==> config.mk <==
export PLATFORM = sky130hd
export DESIGN_NAME = press_pulse_gen_flat
export DESIGN_NICKNAME = d
export VERILOG_FILES = /design/src/rtl/pb_pkg.sv /design/src/rtl/press_pulse_gen_if.sv /design/src/rtl/pb_debounce.sv /design/src/rtl/press_pulse_gen.sv /design/src/flat_wrapper.sv
export SDC_FILE = /design/constraint.sdc
export NUM_CORES = 1
export LEC_CHECK = 0
export ABC_AREA = 1
export CAP_MARGIN = 10
export CORE_MARGIN = 5
export CORE_UTILIZATION = 60
export CTS_BUF_LIST = sky130_fd_sc_hd__clkbuf_4
export DETAILED_ROUTE_END_ITERATION = 8
export GPL_TIMING_DRIVEN = 0
export PLACE_DENSITY = 0.81
export SLEW_MARGIN = 20
export SYNTH_ARGS = -nofsm -noshare
export SYNTH_HDL_FRONTEND = slang
export SYNTH_SLANG_ARGS = --single-unit
export TNS_END_PERCENT = 20
==> constraint.sdc <==
create_clock -name clk_100hz -period 2.2 [get_ports clk_100hz]
set_input_delay 0.33 -clock clk_100hz [delete_from_list [all_inputs] [get_ports clk_100hz]]
set_output_delay 0.33 -clock clk_100hz [all_outputs]
set_load 0.01 [all_outputs]
==> src/rtl/pb_pkg.sv <==
// Shared types and defaults for the pushbutton front-end feeding the 12/24-hour mode FSM.
package pb_pkg;

  typedef enum logic [1:0] {
    IDLE    = 2'b00,
    PRESSED = 2'b01,
    HELD    = 2'b10
  } pb_state_e;

  localparam int DEBOUNCE_LEN_DEF = 4;
  localparam int HOLD_TICKS_DEF   = 100;
  localparam int CNT_W_DEF        = 7;

endpackage

==> src/rtl/press_pulse_gen_if.sv <==
// Button-side signal bundle: raw button in, debounced level and event pulses out.
interface press_pulse_gen_if;

  logic pb_in;
  logic press_processed;
  logic long_press;
  logic pb_level;

  modport master (
    output pb_in,
    input  press_processed,
    input  long_press,
    input  pb_level
  );

  modport slave (
    input  pb_in,
    output press_processed,
    output long_press,
    output pb_level
  );

endinterface

==> src/rtl/pb_debounce.sv <==
// Two-flop synchroniser plus N-sample shift-register debouncer; exports level and
// combinational rise/fall strobes derived purely from registered state.
module pb_debounce
  import pb_pkg::*;
#(
  parameter int DEBOUNCE_LEN = DEBOUNCE_LEN_DEF
) (
  input  logic clk_100hz,
  input  logic rst,
  input  logic i_pb,
  output logic o_level,
  output logic o_rise,
  output logic o_fall
);

  logic                    r_sync1;
  logic                    r_sync2;
  logic [DEBOUNCE_LEN-1:0] r_shift;
  logic                    r_level;
  logic                    w_all_ones;
  logic                    w_all_zeros;

  assign w_all_ones  = &r_shift;
  assign w_all_zeros = ~|r_shift;

  always_ff @(posedge clk_100hz or negedge rst) begin
    if (!rst) begin
      r_sync1 <= 1'b0;
      r_sync2 <= 1'b0;
      r_shift <= '0;
      r_level <= 1'b0;
    end else begin
      r_sync1 <= i_pb;
      r_sync2 <= r_sync1;
      r_shift <= {r_shift[DEBOUNCE_LEN-2:0], r_sync2};
      // Mixed samples mean the contact is still bouncing: keep the old level.
      if (w_all_ones) begin
        r_level <= 1'b1;
      end else if (w_all_zeros) begin
        r_level <= 1'b0;
      end
    end
  end

  assign o_level = r_level;
  assign o_rise  = w_all_ones & ~r_level;
  assign o_fall  = w_all_zeros & r_level;

endmodule

==> src/rtl/press_pulse_gen.sv <==
// Press / long-press pulse generator for the mode toggle FSM.
//   state   | meaning
//   IDLE    | button released, waiting for a debounced rise
//   PRESSED | press reported, counting hold time
//   HELD    | long press reported, waiting for release
module press_pulse_gen
  import pb_pkg::*;
#(
  parameter int DEBOUNCE_LEN = DEBOUNCE_LEN_DEF,
  parameter int HOLD_TICKS   = HOLD_TICKS_DEF,
  parameter int CNT_W        = CNT_W_DEF
) (
  input  logic              clk_100hz,
  input  logic              rst,
  press_pulse_gen_if.slave  bus
);

  localparam logic [CNT_W-1:0] CNT_TC  = CNT_W'(HOLD_TICKS - 1);
  localparam logic [CNT_W-1:0] CNT_ONE = CNT_W'(1);

  pb_state_e        r_state;
  pb_state_e        w_state_nxt;
  logic [CNT_W-1:0] r_cnt;
  logic [CNT_W-1:0] w_cnt_nxt;
  logic             r_press;
  logic             w_press_nxt;
  logic             r_long;
  logic             w_long_nxt;
  logic             w_level;
  logic             w_rise;
  logic             w_fall;

  pb_debounce #(
    .DEBOUNCE_LEN (DEBOUNCE_LEN)
  ) u_debounce (
    .clk_100hz (clk_100hz),
    .rst       (rst),
    .i_pb      (bus.pb_in),
    .o_level   (w_level),
    .o_rise    (w_rise),
    .o_fall    (w_fall)
  );

  always_ff @(posedge clk_100hz or negedge rst) begin
    if (!rst) begin
      r_state <= IDLE;
      r_cnt   <= '0;
      r_press <= 1'b0;
      r_long  <= 1'b0;
    end else begin
      r_state <= w_state_nxt;
      r_cnt   <= w_cnt_nxt;
      r_press <= w_press_nxt;
      r_long  <= w_long_nxt;
    end
  end

  // Release is tested before terminal count so a release landing on the
  // terminal edge suppresses the long-press pulse.
  always_comb begin
    w_state_nxt = r_state;
    w_cnt_nxt   = r_cnt;
    w_press_nxt = 1'b0;
    w_long_nxt  = 1'b0;
    unique case (r_state)
      IDLE: begin
        if (w_rise) begin
          w_state_nxt = PRESSED;
          w_cnt_nxt   = '0;
          w_press_nxt = 1'b1;
        end
      end
      PRESSED: begin
        if (w_fall) begin
          w_state_nxt = IDLE;
        end else if (r_cnt == CNT_TC) begin
          w_state_nxt = HELD;
          w_long_nxt  = 1'b1;
        end else begin
          w_cnt_nxt = r_cnt + CNT_ONE;
        end
      end
      HELD: begin
        if (w_fall) begin
          w_state_nxt = IDLE;
        end
      end
      default: begin
        w_state_nxt = IDLE;
      end
    endcase
  end

  assign bus.press_processed = r_press;
  assign bus.long_press      = r_long;
  assign bus.pb_level        = w_level;

endmodule

==> src/flat_wrapper.sv <==
// flat-port wrapper written by rule: the top's interface ports become plain ports
module press_pulse_gen_flat import pb_pkg::*;
#(
  parameter int DEBOUNCE_LEN = DEBOUNCE_LEN_DEF,
  parameter int HOLD_TICKS   = HOLD_TICKS_DEF,
  parameter int CNT_W        = CNT_W_DEF
)
  (clk_100hz, rst, bus_pb_in, bus_press_processed, bus_long_press, bus_pb_level);
  press_pulse_gen_if bus_i ();
  input  logic clk_100hz;
  input  logic rst;
  input wire logic [$bits(bus_i.pb_in)-1:0] bus_pb_in;
  output wire logic [$bits(bus_i.press_processed)-1:0] bus_press_processed;
  output wire logic [$bits(bus_i.long_press)-1:0] bus_long_press;
  output wire logic [$bits(bus_i.pb_level)-1:0] bus_pb_level;
  assign bus_i.pb_in = bus_pb_in;
  assign bus_press_processed = bus_i.press_processed;
  assign bus_long_press = bus_i.long_press;
  assign bus_pb_level = bus_i.pb_level;
  press_pulse_gen #(.DEBOUNCE_LEN(DEBOUNCE_LEN), .HOLD_TICKS(HOLD_TICKS), .CNT_W(CNT_W)) u_core (.clk_100hz(clk_100hz), .rst(rst), .bus(bus_i));
endmodule
* After elaboration in Yosys (flattened, before gate mapping)
Cells that the tools add are included.
Word-level totals: bits in registers 18, output and inout port bits 3, logic and storage cells 44
Operators by class: $add $sub $neg 1, equal/unequal tests 9, multiplexer cells 16, bitwise operators 3, reduce and logical (&&, ||, !) cells 7
Operators with widths (count):
- 7-bit two-way mux | 3
- 7-bit one-hot mux with 2 select lines | 1
- 2-bit inequality test (second input constant) | 5
- 2-bit two-way mux | 4
- 4-bit AND reduction | 2
- 7-bit by 1-bit adder with 7-bit output (second input constant) | 1
- 7-bit == test (second input constant) | 1
- 1-bit two-way mux | 7
- 2-bit one-hot mux with 3 select lines | 1
- 4-bit OR reduction | 1
- 3-bit by 2-bit inequality test with 1-bit output (second input constant) | 1
- 3-bit AND reduction | 1
- 1-bit AND | 2
- 2-bit by 1-bit == test with 1-bit output (second input constant) | 1
- 2-bit == test (second input constant) | 1
- 2-bit zero test | 1
- 2-bit nonzero test | 1
- 1-bit zero test | 1
- 1-bit inverter | 1

* Depth between registers and ports, before layout
Gate-level depths: netlist of the first run.
word-level depth 5, depth in mapped cells 9, mapped depth without buffers 9

* By module
Synthesis of the first run repeated with hierarchy kept, for this count alone.
Second synthesis, totals: cells, all modules 92, area, all modules 825.8 um2
By module, submodules not included:
- press_pulse_gen | times used 1, cells an instance 76, area an instance 614.3 um2
- pb_debounce | times used 1, cells an instance 16, area an instance 211.5 um2

* Worst setup path after synthesis of the first run
No wires, ideal clock.
path kind flip-flop to flip-flop, from register u_core.r_cnt[0], to register u_core.r_cnt[0], setup time 117 ps, arrival 1167 ps, data required time 2083 ps, slack 917 ps, cell stages (with the launch flop) 8, buffers on the path 0, period minus slack after synthesis 1283 ps, path through dfrtp_1 ha_1 inv_2 nor2_2 nand3_2 and3b_2 nand2_1 nand2_1
On the way: longest elaborated chain between the ends 4, elaborated cells between the ends (all ways) 7, those cells by class add/sub: 1; eq/ne: 2; mux: 3; reduce/logical: 1
RTL lines:
- start, declared | RTL line press_pulse_gen.sv:23 | logic [CNT_W-1:0] r_cnt;
- start signal, assigned | RTL line press_pulse_gen.sv:52 | r_cnt <= w_cnt_nxt;
- 7-bit by 1-bit adder with 7-bit output | RTL line press_pulse_gen.sv:80 | w_cnt_nxt = r_cnt + CNT_ONE;
- 7-bit two-way mux | RTL line press_pulse_gen.sv:76 | end else if (r_cnt == CNT_TC) begin
- 7-bit two-way mux | RTL line press_pulse_gen.sv:74 | if (w_fall) begin
- 7-bit one-hot mux with 2 select lines | RTL line press_pulse_gen.sv:65 | unique case (r_state)
Several ways; a longest one is shown, not always the timed one. The select of a mux whose other input is x is not followed. A chain may end at the register's enable or synchronous reset.

* Final worst setup path of the first run
from register u_core.u_debounce.r_level, in the netlist u_core.u_debounce.o_level, to output bus_pb_level
RTL lines:
- start, declared | RTL line pb_debounce.sv:19 | logic r_level;
- start signal, assigned | RTL line pb_debounce.sv:31 | r_level <= 1'b0;
- start signal, assigned | RTL line pb_debounce.sv:38 | r_level <= 1'b1;
- start signal, assigned | RTL line pb_debounce.sv:40 | r_level <= 1'b0;
- end, declared | RTL line flat_wrapper.sv:15 | output wire logic [$bits(bus_i.pb_level)-1:0] bus_pb_level;
No word-level cell between the ends.

==> impl_metrics.csv, run 1 <==
group,metric,value,unit
yosys,synthArstFlopShare,100,%
setup_path,worstPathArrival,1.22,ns
clock_network,clock_sinks,18,
sta,setup_ws,0.645,ns
sta,hold_slack,0.366,ns
sta,post-route-period-util,70.7,%
die,dieHeight,47.5,um
grt,grt_pass1_vias,577,
clock_network,cts_buffers,3,
setup_path,critPathCaptureType,"primary output",
yosys,syn_area,842,um2
die,boundaryPins,6,
layout,n_fill_cell,95,
setup_path,worstPathRequired,1.87,ns
layout,diodes,0,
grt,track_usage,15.9,%
setup_path,crit_slowest_cell,"clkdlybuf4s50_1",
pwr,power_density,934,mW/mm2
place,hpwl,1010,um
clock_network,clock_path_buffers,2,
die,dieArea,0.00225,mm2
clock_network,clk_latency,0.30,ns
pwr,ir_worst_vdd,0.565,mV
yosys,ys.flop_type,"dfrtp_1",
status,status,"finished clean",
yosys,synth_commonest_cells,"31 x nand2_1, 18 x dfrtp_1, 9 x inv_1, 9 x nor2_1, 7 x nand3_1",
sta,skew,0.00381,ns
sta,period_minus_slack,1.55,ns
die,rows,13,
route,drc,0,
setup_path,path_cells,"clkdlybuf4s50_1",
place,portBuffers,5,
clock_network,cts_resized,0,
yosys,syn_nets,100,
sta,max_freq,0.643,GHz
yosys,synth_top_area_cell,"dfrtp_1",
clock_network,cts-root-buf,"clkbuf_4",
die,start_util,63.9,%
route,drtIter0Drc,10,
route,vias,632,
grt,grt_max_degree,19,
layout,drive_gt1_share,15.2,%
setup_path,critPathMaxFanout,3,
min_path,hp-class,"flip-flop to flip-flop",
sta,tns,0,ns
yosys,ys_warn_count,0,
clock_network,clk_pin_slew,0.10,ns
clock_network,cts_hold_buf,0,
sta,worstMarginPinSlew,0.740,ns
route,drt-wirelength-per-cell,11.1,um
die,core_area,0.00132,mm2
sta,hold_violations,0,
grt,grt.overflow.total,0,
route,ant_nets,0,
yosys,synth.distinct_cells,21,
yosys,yosysMostFrequentCell,"nand2_1",
pwr,p_leak,0.474,nW
yosys,synth-seq-cells,18,
yosys,synthTopCellsByArea,"dfrtp_1 53%, nand2_1 14%, nand3_1 4.2%",
setup_path,path_buf_inv,1,
setup_path,crit_family,"buffers and inverters",
yosys,synth_edf_count,0,
yosys,avgSynthCellArea,8.77,um2
place,pre_cts_ws,0.795,ns
grt,antenna_found_initial,0,
sta,relSlewSlack,50.5,%
die,die_x,47.5,um
route,wl,1340,um
route,via_per_inst,5.27,
clock_network,htreeDepth,1,
setup_path,slowest_delay,0.54,ns
setup_path,crit_path_start_kind,"flip-flop",
sta,setup-violations-final,0,
grt,grt_pass1_wl,2440,um
setup_path,crit_type,"flip-flop to primary output",
sta,rsz0062_at_grt,"no",
flow_run,max_cap_violations,0,
sta,finalMaxSlewViolations,0,
place,place.gp.congestion,0.825,
layout,nNetsFinal,110,
yosys,yosysSeqAreaShare,53.5,%
route,first_pass_iters,4,
pwr,p_total,875,uW
layout,syn_to_final_growth,11.3,%
yosys,syn_inst,96,
clock_network,cts_tree,"yes",
yosys,yosys.area.top_type_share,53.5,%
clock_network,cts_setup_buffers,0,
-- cell type report --
| type | count | area [um2] | area share, % |
|---|---|---|---|
| inverter | 11 | 41.3 | 4.41 |
| multi-input combinational | 66 | 339 | 36.2 |
| timing repair buffer | 5 | 50.0 | 5.34 |
| clock inverter | 1 | 3.75 | 0.401 |
| buffer | 1 | 11.3 | 1.20 |
| tap | 15 | 18.8 | 2.00 |
| sequential | 18 | 450 | 48.1 |
| clock buffer | 3 | 22.5 | 2.40 |
-- registers in the layout (all words and copies together) (netlist names) --
name and cells:
u_core.u_debounce.r_sync1 1, u_core.bus.long_press 1, u_core.bus.press_processed 1, u_core.u_debounce.o_level 1, u_core.u_debounce.r_shift 4, u_core.r_state 2, u_core.u_debounce.r_sync2 1, u_core.r_cnt 7
-- report_power, final --
group,total (mW),internal [mW],switching [mW],leakage (nW)
sequential,0.435,0.384,0.0516,0.226
clock,0.170,0.0661,0.104,0.0154
combinational,0.270,0.113,0.157,0.233
total,0.875,0.563,0.312,0.474
-- routing by layer --
metal  up-vias  wire length [um]  track usage [%]
li1        314                 -                -
met1       292               627             20.7
met2        21               584             23.8
met3         5                87             3.38
met4         0                38             10.5
met5         -                 0                0
-- metrics by stage --
step,std cells,instance area [um2],utilization [%]
2_1_floorplan,96,842,-
3_3_place_gp,116,911,69.1
3_5_place_dp,116,911,69.1
4_1_cts,120,937,71.1
5_1_grt,120,937,71.1
6_report,120,937,71.1
-- worst paths after layout --
check                                                           start                                   to  slack (ns)  depth (start not counted)
worst max-delay path            u_core.u_debounce.o_level$_DFFE_PN0P_                         bus_pb_level        0.65                          1
worst min-delay path              u_core.u_debounce.r_sync1$_DFF_PN0_  u_core.u_debounce.r_sync2$_DFF_PN0_        0.37                          0
worst max register to register            u_core.r_cnt[0]$_DFFE_PN0P_          u_core.r_cnt[6]$_DFFE_PN0P_        0.77                          7
worst min register to register    u_core.u_debounce.r_sync1$_DFF_PN0_  u_core.u_debounce.r_sync2$_DFF_PN0_        0.37                          0
max in group asynchronous                                         rst          u_core.r_cnt[0]$_DFFE_PN0P_        1.28                          1
min in group asynchronous                                         rst        u_core.r_state[1]$_DFFE_PN0P_        0.46                          1
-- placed cells by master (no fill, tap or decap), types with 3 or more instances in the layout --
cell / n
nand2_1: 31
dfrtp_1: 18
inv_1: 9
nor2_1: 9
nand3_1: 7
clkdlybuf4s50_1: 5
o21ai_0: 3
clkbuf_4: 3
-- cell families (layout without fill, tap and decap cells) --
family,count (synthesis),after routing,synth area share [%]
simple gates,59,59,33.4
flops,18,18,53.5
buf+inv,12,21,6.24
compound gates,5,5,4.31
fa+ha+maj,1,1,1.49
xor+xnor,1,1,1.04
Note: power is estimated with default switching activity, not from simulation.
==> inputs of run 2 (changes only) <==
Settings changed: CORE_UTILIZATION 60 to 53, PLACE_DENSITY 0.81 to 0.76.
Clock period 2.2 ns to 1.36 ns, I/O delays scaled along.
==> run 2 against run 1 <==
Critical path depth rose by 6. Sequential share of layout area fell by 1.4 points. Cell area rose by 3.3%. Via count fell by 2.8%. Largest cell class unchanged. Highest routed layer unchanged. Routed wire length rose by 0.75%.
==> impl_metrics.csv, run 2 (synthesis gave the netlist of run 1 again) <==
group,metric,value,unit
flow_run,max_cap_violations,0,
sta,relSlewSlack,49.5,%
die,die_x,49.9,um
layout,largest_reg_flops,7,
route,drc,0,
die,start_util,55.9,%
pwr,p_total,1.45,mW
place,place.gp.congestion,0.790,
clock_network,clock_sinks,18,
route,ant_nets,0,
grt,track_usage,11.8,%
setup_path,worstPathRequired,1.55,ns
setup_path,r2r_cells,7,
layout,n_fill_cell,124,
clock_network,cts_hold_buf,0,
route,via_per_inst,4.99,
place,pre_cts_ws,-0.0466,ns
layout,drive_gt1_share,19.6,%
sta,period_minus_slack,1.31,ns
layout,top_regs,"u_core.r_cnt x7, u_core.u_debounce.r_shift x4, u_core.r_state x2",
layout,most-common-layout-cells,"31 x nand2_1, 17 x dfrtp_1, 9 x inv_1, 9 x nor2_1, 6 x nand3_1",
route,drt-wirelength-per-cell,11.0,um
pwr,power_density,1500,mW/mm2
place,placedCellCount,117,
sta,max_freq,0.765,GHz
route,wl,1350,um
setup_path,critPathMaxFanout,5,
sta,worstMarginPinSlew,0.755,ns
route,first_pass_iters,4,
layout,nNetsFinal,112,
setup_path,worstPathArrival,1.50,ns
clock_network,cts-root-buf,"clkbuf_4",
place,hpwl,952,um
clock_network,cts_buffers,3,
clock_network,htreeDepth,1,
sta,post-route-period-util,96.2,%
clock_network,cts_tree,"yes",
die,dieArea,0.00249,mm2
grt,grt_max_degree,19,
grt,grt_pass1_wl,2240,um
setup_path,crit_type,"flip-flop to flip-flop",
route,vias,614,
setup_path,critPathCaptureType,"flip-flop",
layout,stdcell_count,123,
sta,hold_violations,0,
die,rows,14,
sta,skew,0.00702,ns
sta,finalMaxSlewViolations,0,
layout,diodes,0,
grt,antenna_found_initial,0,
sta,tns,0,ns
status,status,"finished clean",
setup_path,crit_path_start_kind,"flip-flop",
layout,final_cell_area,968,um2
clock_network,clock_path_buffers,2,
die,core_area,0.00151,mm2
min_path,hp-class,"input port to asynchronous set/reset pin",
grt,grt.overflow.total,0,
clock_network,clk_pin_slew,0.10,ns
layout,syn_to_final_growth,15.0,%
die,boundaryPins,6,
layout,top_register,"u_core.r_cnt",
pwr,p_leak,0.493,nW
layout,mostFrequentLayoutCell,"nand2_1",
sta,setup-violations-final,0,
pwr,ir_worst_vdd,1.01,mV
place,dpl_cell_area,912,um2
sta,setup_ws,0.0523,ns
grt,grt_pass1_vias,536,
die,dieHeight,49.9,um
route,drtIter0Drc,16,
place,portBuffers,5,
clock_network,clk_latency,0.29,ns
## run 2: worst paths after layout
check / end / startpoint / slack [ns]
worst max-delay path: u_core.r_cnt[5]$_DFFE_PN0P_ / u_core.r_cnt[1]$_DFFE_PN0P_ / 0.05
worst min-delay path: u_core.r_cnt[6]$_DFFE_PN0P_ / rst / 0.35
worst max register to register: u_core.r_cnt[5]$_DFFE_PN0P_ / u_core.r_cnt[1]$_DFFE_PN0P_ / 0.05
worst min register to register: u_core.u_debounce.r_sync2$_DFF_PN0_ / u_core.u_debounce.r_sync1$_DFF_PN0_ / 0.36
max in group asynchronous: u_core.r_cnt[1]$_DFFE_PN0P_ / rst / 0.50
min in group clk_100hz: u_core.u_debounce.r_sync1$_DFF_PN0_ / bus_pb_in / 0.35
## run 2: area by class of cell
type                       count  area, um2  share of cell area (%)
buffer                         1       11.3                    1.16
clock buffer                   3       22.5                    2.33
clock inverter                 1       3.75                   0.388
inverter                      11       41.3                    4.26
multi-input combinational     66        357                    36.8
sequential                    18        452                    46.6
tap                           16       20.0                    2.07
timing repair buffer           7       61.3                    6.33
## run 2: metal layers
metal	up-vias	global-route usage, %	wire length [um]
met3	2	3.01	62
met1	283	15.1	629
met2	8	17.8	641
li1	321	-	-
met4	0	6.55	13
met5	-	0	0
## run 2: through the flow
step / util [%] / hold slack (ns)
2_1_floorplan: - / -0.0916
3_3_place_gp: 60.5 / 0.333
3_5_place_dp: 60.5 / 0.340
4_1_cts: 62.7 / 0.338
5_1_grt: 64.3 / 0.345
6_report: 64.3 / 0.347
## run 2: worst max-delay path, cell delays in order, from the launching register on
cell and delay (ns):
dfrtp_2 0.42, ha_4 0.17, inv_2 0.04, nor2_2 0.08, nand3_2 0.11, and3b_2 0.27
nand2_1 0.08, nand2_1 0.05
## run 2: repair_timing
item                                   4_1_cts  5_1_grt
gates resized for setup                      4        3
gates cloned                                 0        0
buffers inserted                             1        1
setup endpoints to repair                   10        8
pin swaps                                    0        1
endpoints found under the hold margin        0        0
## run 2: where the power goes
part           internal [mW]  switching (mW)  leakage, nW
Clock                  0.107           0.161       0.0154
Sequential             0.624          0.0864        0.225
Combinational          0.217           0.259        0.253
Total                  0.948           0.506        0.493
